### src/rtl/serial_incrementer_ctrl_pkg.sv
`default_nettype none
// ============================================================================
// Module   : serial_incrementer_ctrl_pkg
// Purpose  : State encoding shared by the bit-serial incrementer controller.
// Revision : 1.0 - initial release
// ============================================================================
package serial_incrementer_ctrl_pkg;

    // 2'b11 is unused and is treated as IDLE by the controller.
    typedef enum logic [1:0] {
        IDLE = 2'b00,
        RUN  = 2'b01,
        HOLD = 2'b10
    } state_t;

endpackage : serial_incrementer_ctrl_pkg
`default_nettype wire

### src/rtl/b2_halfadder_p.sv
`default_nettype none
// ============================================================================
// Module   : b2_halfadder_p
// Purpose  : Gate-level base-2 half adder cell.
// Revision : 1.0 - initial release
// ============================================================================
module b2_halfadder_p (
    input  logic i_x,
    input  logic i_cin,
    output logic o_s,
    output logic o_cout
);

    assign o_s    = i_x ^ i_cin;
    assign o_cout = i_x & i_cin;

endmodule : b2_halfadder_p
`default_nettype wire

### src/rtl/serial_incrementer_ctrl.sv
`default_nettype none
// ============================================================================
// Module   : serial_incrementer_ctrl
// Purpose  : Computes X + CIN one bit per cycle through a single half adder,
//            with a soc/eoc start/end-of-conversion handshake.
// Revision : 1.0 - initial release
// ============================================================================
module serial_incrementer_ctrl
    import serial_incrementer_ctrl_pkg::*;
#(
    parameter int N = 8
) (
    input  logic         clock,
    input  logic         reset_,
    input  logic         soc,
    input  logic [N-1:0] x,
    input  logic         cin,
    output logic         eoc,
    output logic [N-1:0] s,
    output logic         cout
);

    localparam int CW = $clog2(N + 1);

    state_t         r_state;
    logic [N-1:0]   r_x_sr;
    logic [N-1:0]   r_s_sr;
    logic           r_carry;
    logic [CW-1:0]  r_cnt;
    logic           r_eoc;
    logic [N-1:0]   r_s;
    logic           r_cout;

    logic           w_ha_s;
    logic           w_ha_cout;
    logic [N-1:0]   w_s_next;

    b2_halfadder_p u_ha (
        .i_x    (r_x_sr[0]),
        .i_cin  (r_carry),
        .o_s    (w_ha_s),
        .o_cout (w_ha_cout)
    );

    // Sum bits enter at the MSB so the LSB-first result lands in place after N shifts.
    generate
        if (N == 1) begin : g_single
            assign w_s_next = w_ha_s;
        end else begin : g_multi
            assign w_s_next = {w_ha_s, r_s_sr[N-1:1]};
        end
    endgenerate

    always_ff @(posedge clock or negedge reset_) begin
        if (!reset_) begin
            r_state <= IDLE;
            r_x_sr  <= '0;
            r_s_sr  <= '0;
            r_carry <= 1'b0;
            r_cnt   <= '0;
            r_eoc   <= 1'b1;
            r_s     <= '0;
            r_cout  <= 1'b0;
        end else begin
            case (r_state)
                IDLE: begin
                    if (soc) begin
                        r_x_sr  <= x;
                        r_carry <= cin;
                        r_cnt   <= CW'(N);
                        r_s_sr  <= '0;
                        r_eoc   <= 1'b0;
                        r_state <= RUN;
                    end else begin
                        r_eoc   <= 1'b1;
                    end
                end
                RUN: begin
                    r_s_sr  <= w_s_next;
                    r_x_sr  <= r_x_sr >> 1;
                    r_carry <= w_ha_cout;
                    r_cnt   <= r_cnt - CW'(1);
                    if (r_cnt == CW'(1)) begin
                        r_s     <= w_s_next;
                        r_cout  <= w_ha_cout;
                        r_eoc   <= 1'b1;
                        r_state <= HOLD;
                    end
                end
                HOLD: begin
                    // A held soc must drop before another conversion can start.
                    r_eoc <= 1'b1;
                    if (!soc) begin
                        r_state <= IDLE;
                    end
                end
                default: begin
                    r_eoc   <= 1'b1;
                    r_state <= IDLE;
                end
            endcase
        end
    end

    assign eoc  = r_eoc;
    assign s    = r_s;
    assign cout = r_cout;

endmodule : serial_incrementer_ctrl
`default_nettype wire

### config.mk
export PLATFORM = sky130hd
export DESIGN_NAME = serial_incrementer_ctrl
export DESIGN_NICKNAME = d
export VERILOG_FILES = /design/src/rtl/serial_incrementer_ctrl_pkg.sv /design/src/rtl/b2_halfadder_p.sv /design/src/rtl/serial_incrementer_ctrl.sv
export SDC_FILE = /design/constraint.sdc
export NUM_CORES = 1
export LEC_CHECK = 0
export BUFFER_PORTS_ARGS = -buffer_cell sky130_fd_sc_hd__buf_2
export CAP_MARGIN = 20
export CORE_MARGIN = 2
export CORE_UTILIZATION = 27
export DETAILED_ROUTE_END_ITERATION = 10
export PLACE_DENSITY = 0.51
export SLEW_MARGIN = 20
export SYNTH_ARGS = -nofsm -noshare
export SYNTH_HDL_FRONTEND = slang
export SYNTH_SLANG_ARGS = --single-unit
export TNS_END_PERCENT = 30
### constraint.sdc
create_clock -name clock -period 1.6 [get_ports clock]
set_clock_uncertainty 0.15 [all_clocks]
set_input_delay 0.24 -clock clock [delete_from_list [all_inputs] [get_ports clock]]
set_output_delay 0.24 -clock clock [all_outputs]
set_load 0.03 [all_outputs]
==> impl_summary.md <==
Global routing
The number of global-route vias before repair is 952. The global route total overflow is 0. The pin count of the biggest net entering global routing is 33.

The overall track demand over capacity in global routing is 10.8%. The first global-routing pass estimated 4.37 mm of wire. The initial antenna violation count is 0.

Clock tree
The number of buffers created by CTS is 5. In this run the deepest clock path goes through 2 buffers. The clock slew seen by the registers of the worst setup and hold paths is 70 ps. The tree built by TritonCTS fans out to 32 sinks. The TritonCTS clock tree is done. The clock latency on the worst-skew pair is 280 ps.

The cell chosen for the clock root is sky130_fd_sc_hd__clkbuf_8. The post-CTS setup-driven buffer insertion count is 0. The CTS H-tree depth is 2.

Place
The final weighted congestion in routability-driven placement is 0.698. The count of buffers from port buffering is 21. The pre-CTS setup slack is 87.7 ps.

Summed over all nets, the half-perimeter wirelength after detailed placement is 1.74 mm.

Final layout
The number of diodes added for antenna fixing is 0. The number of nets in the layout is 165. The number of inserted filler cells in the final layout is 507. The share of final-layout standard cells stronger than drive strength 1 is 31.1%. Relative to the synthesized area, the layout overhead comes to 23.6%.

Flow run
The number of max-capacitance violations reported is 0.

Die
The number of rows in the core area is 25. The starting density of the core is 28.2%. The die span in x is 74.4 µm. The overall die area is 0.00554 mm².

In this run the standard cell core region covers 0.00475 mm². In this run the vertical extent of the chip is 74.4 µm. Pin placement for this block handled 22 I/O pins.

Yosys
The predominant post-synthesis flop cell is sky130_fd_sc_hd__dfrtp_1. Synthesis handed over a netlist of 120 instances. In this run, synthesis inferred 0 flip-flops with an integrated enable. The sequential-to-total area share from yosys stat is 59.9%.

Yosys printed 0 warnings. In the synthesized netlist the async set-or-reset flop fraction comes to 100%. Summed over all instances, the cell type with the most area after synthesis is sky130_fd_sc_hd__dfrtp_1. The synthesized netlist contains 25 unique library cells. The synthesis-stage register bit count is 32. In the synthesized netlist, the cells that appear most often are sky130_fd_sc_hd__nand2_1 (35), sky130_fd_sc_hd__dfrtp_1 (31), sky130_fd_sc_hd__nand3_1 (10), sky130_fd_sc_hd__mux2_2 (9), sky130_fd_sc_hd__a22oi_1 (8). sky130_fd_sc_hd__nand2_1 is the most common cell in the netlist.

The area share of the largest cell type after synthesis is 57.9%. Yosys attributes the largest share of cell area to sky130_fd_sc_hd__dfrtp_1 (58%), sky130_fd_sc_hd__nand2_1 (9.8%), sky130_fd_sc_hd__mux2_2 (7.6%). In this run the cell area of the synthesized design comes to 0.00134 mm². The number of nets handed over by synthesis was 135. The post-synthesis average cell area is 11.2 µm².

Drt
After the first detailed-routing iteration, the DRC count stood at 51. In the routed design, unresolved DRC markers number 0. The routed via count divided by cell count is 4.29.

The routed design has 2.58 mm of wire. The pre-antenna-repair detailed-routing pass consisted of 2 iterations. The count of nets left with antenna violations once routing finished came out at 0. The mean routed wirelength per cell is 11.8 µm. The total number of vias is 935.

Status
The run finished with clean final reports.

Timing
The number of max-slew violations in the final report came to 0. For the pin with the worst max-slew slack, the measured transition is 407 ps. Headroom to the max-slew limit came out at 72.9%.

The final worst-path cycle share is 92.6%. The hold violation count in the final report was 0. Setup violations remaining at the end of the flow were counted as 0. In the final timing run, aggregate negative setup slack is 0 ps. Counting I/O delays and the setup requirement, the final critical path takes 1480 ps. Setup repair after global routing left no endpoint under its margin.

The worst-case setup margin in the final layout is 119 ps. Timing would allow up to 675 MHz.

Worst setup path
For this design, the slowest cell found on the critical path is sky130_fd_sc_hd__dfrtp_1. The worst register-to-register path has a setup slack of 120 ps. Walking the worst path, the cells encountered are and2b_1, nand3_4, mux2_2. Along the worst path, the maximum fanout reaches 10. By startpoint and endpoint, the worst setup path is classified as reg2reg. The sort of element at the start of the critical path is a flop.

The endpoint of the worst register-to-register path is s[3]. Measured in cells, the most critical reg-to-reg path has a length of 3. The launching point of the worst reg2reg path is r_state[0]. For the worst setup path, the data required time is 1620 ps. The arrival time reported for the critical path endpoint is 1500 ps. The kind of capture point of the worst setup path is a flop. The critical path's largest stage delay is 450 ps.

Min path
The type of the tightest min-delay check is in2reg. The hold path startpoint is x[1]. Counting instances, the worst hold path has a depth of 3. For hold timing, the worst endpoint is r_x_sr[1].

Power
The worst-case IR drop observed on VDD is 0.000740 V. Summed over all cells, the static leakage comes to 0.854 nW. Power spread over the standard cell area amounts to 1930 mW/mm².
state kept, by name, summed over array words and instances, names as in the netlist:
name     count
s            8
eoc          1
cout         1
r_x_sr       8
r_s_sr       7
r_state      2
r_carry      1
r_cnt        4
report_power, final:
| part | switching (W) | leakage [nW] | internal (W) |
|---|---|---|---|
| combinational | 0.000742 | 0.393 | 0.000468 |
| sequential | 0.000205 | 0.411 | 0.00114 |
| clock | 0.000287 | 0.0510 | 0.000342 |
per-stage QoR:
stage	utilization [%]	hold slack (ps)	total power, W	cells	area (µm²)
detailed placement	32.3	134	0.00259	208	1540
global placement	32.3	133	0.00255	208	1540
finish	34.8	27.4	0.00319	218	1660
CTS	34.7	23.0	0.00325	218	1650
floorplan	-	-206	0.00222	120	1340
global route	34.8	38.1	0.00345	218	1660
worst max-delay path: cells and delay by family (launching register included):
family           cells  cell delay [ps]
multiplexers         1              350
flip-flops           1              450
AND/OR/NAND/NOR      2              410
cells in the final DEF (no fill, tap or decap):
cell type,Yosys,final
sky130_fd_sc_hd__nand2_1,35,35
sky130_fd_sc_hd__dfrtp_1,31,31
sky130_fd_sc_hd__buf_2,2,21
sky130_fd_sc_hd__nand3_1,10,10
sky130_fd_sc_hd__mux2_2,9,9
sky130_fd_sc_hd__a22oi_1,8,8
sky130_fd_sc_hd__clkbuf_8,0,6
sky130_fd_sc_hd__buf_4,1,4
sky130_fd_sc_hd__o21ai_0,3,3
sky130_fd_sc_hd__ha_1,3,3
sky130_fd_sc_hd__inv_1,2,2
sky130_fd_sc_hd__nand3b_1,2,2
sky130_fd_sc_hd__clkinv_2,0,2
sky130_fd_sc_hd__dlygate4sd3_1,0,2
sky130_fd_sc_hd__and2b_1,1,1
sky130_fd_sc_hd__nand2b_1,1,1
sky130_fd_sc_hd__or3b_4,0,1
sky130_fd_sc_hd__nor2_1,1,1
sky130_fd_sc_hd__nand3_4,1,1
sky130_fd_sc_hd__a21o_1,1,1
sky130_fd_sc_hd__o21bai_2,0,1
sky130_fd_sc_hd__nor3b_2,1,1
sky130_fd_sc_hd__nor3_1,1,1
sky130_fd_sc_hd__a211oi_1,1,1
sky130_fd_sc_hd__a31oi_1,1,1
sky130_fd_sc_hd__o21a_1,1,1
sky130_fd_sc_hd__dfstp_2,1,1
worst max path at each step:
| stage | startpoint | endpoint | depth (start not counted) |
|---|---|---|---|
| 2_1_floorplan | r_state[1] | cout | 4 |
| 3_3_place_gp | r_state[1] | r_cnt[1] | 3 |
| 4_1_cts | r_state[1] | r_cnt[1] | 3 |
| 6_report | r_state[0] | s[3] | 3 |
| 5_1_grt | r_state[1] | s[3] | 3 |
| 3_5_place_dp | r_state[1] | r_cnt[1] | 3 |
per-layer routing:
metal / global-route usage, % / vias up / share of wire (%)
met1: 13.0 / 438 / 47
met5: 0 / - / 0
li1: - / 472 / -
met4: 3.57 / 0 / 1.6
met2: 17.4 / 20 / 46
met3: 4.61 / 5 / 5.5
layout make-up:
type                    instances  area, µm²  area share, %
flip-flops and latches         32        802           48.5
multi-input cells              82        514           31.1
repair buffers                 27        155           9.37
well taps                      67       83.8           5.06
clock buffers                   6       82.6           4.99
clock inverters                 2       10.0          0.605
inverters                       2       7.51          0.454
logic make-up (layout without fill, tap and decap cells):
logic type,Yosys count,after routing,synth area share [%]
and+or+nand+nor,54,54,19.3
DFF,32,32,59.9
AOI/OAI and AO/OA,16,16,8.32
muxes,9,9,7.57
buffers and inverters,6,37,2.15
adders and majority gates,3,3,2.80
repair_timing:
item / in CTS / in global routing
resized for setup: 0 / 2
setup endpoints to repair: 0 / 4
endpoints found under the hold margin: 32 / 0
hold buffers: 2 / 0
No activity file was read; power rests on OpenSTA's default activity.
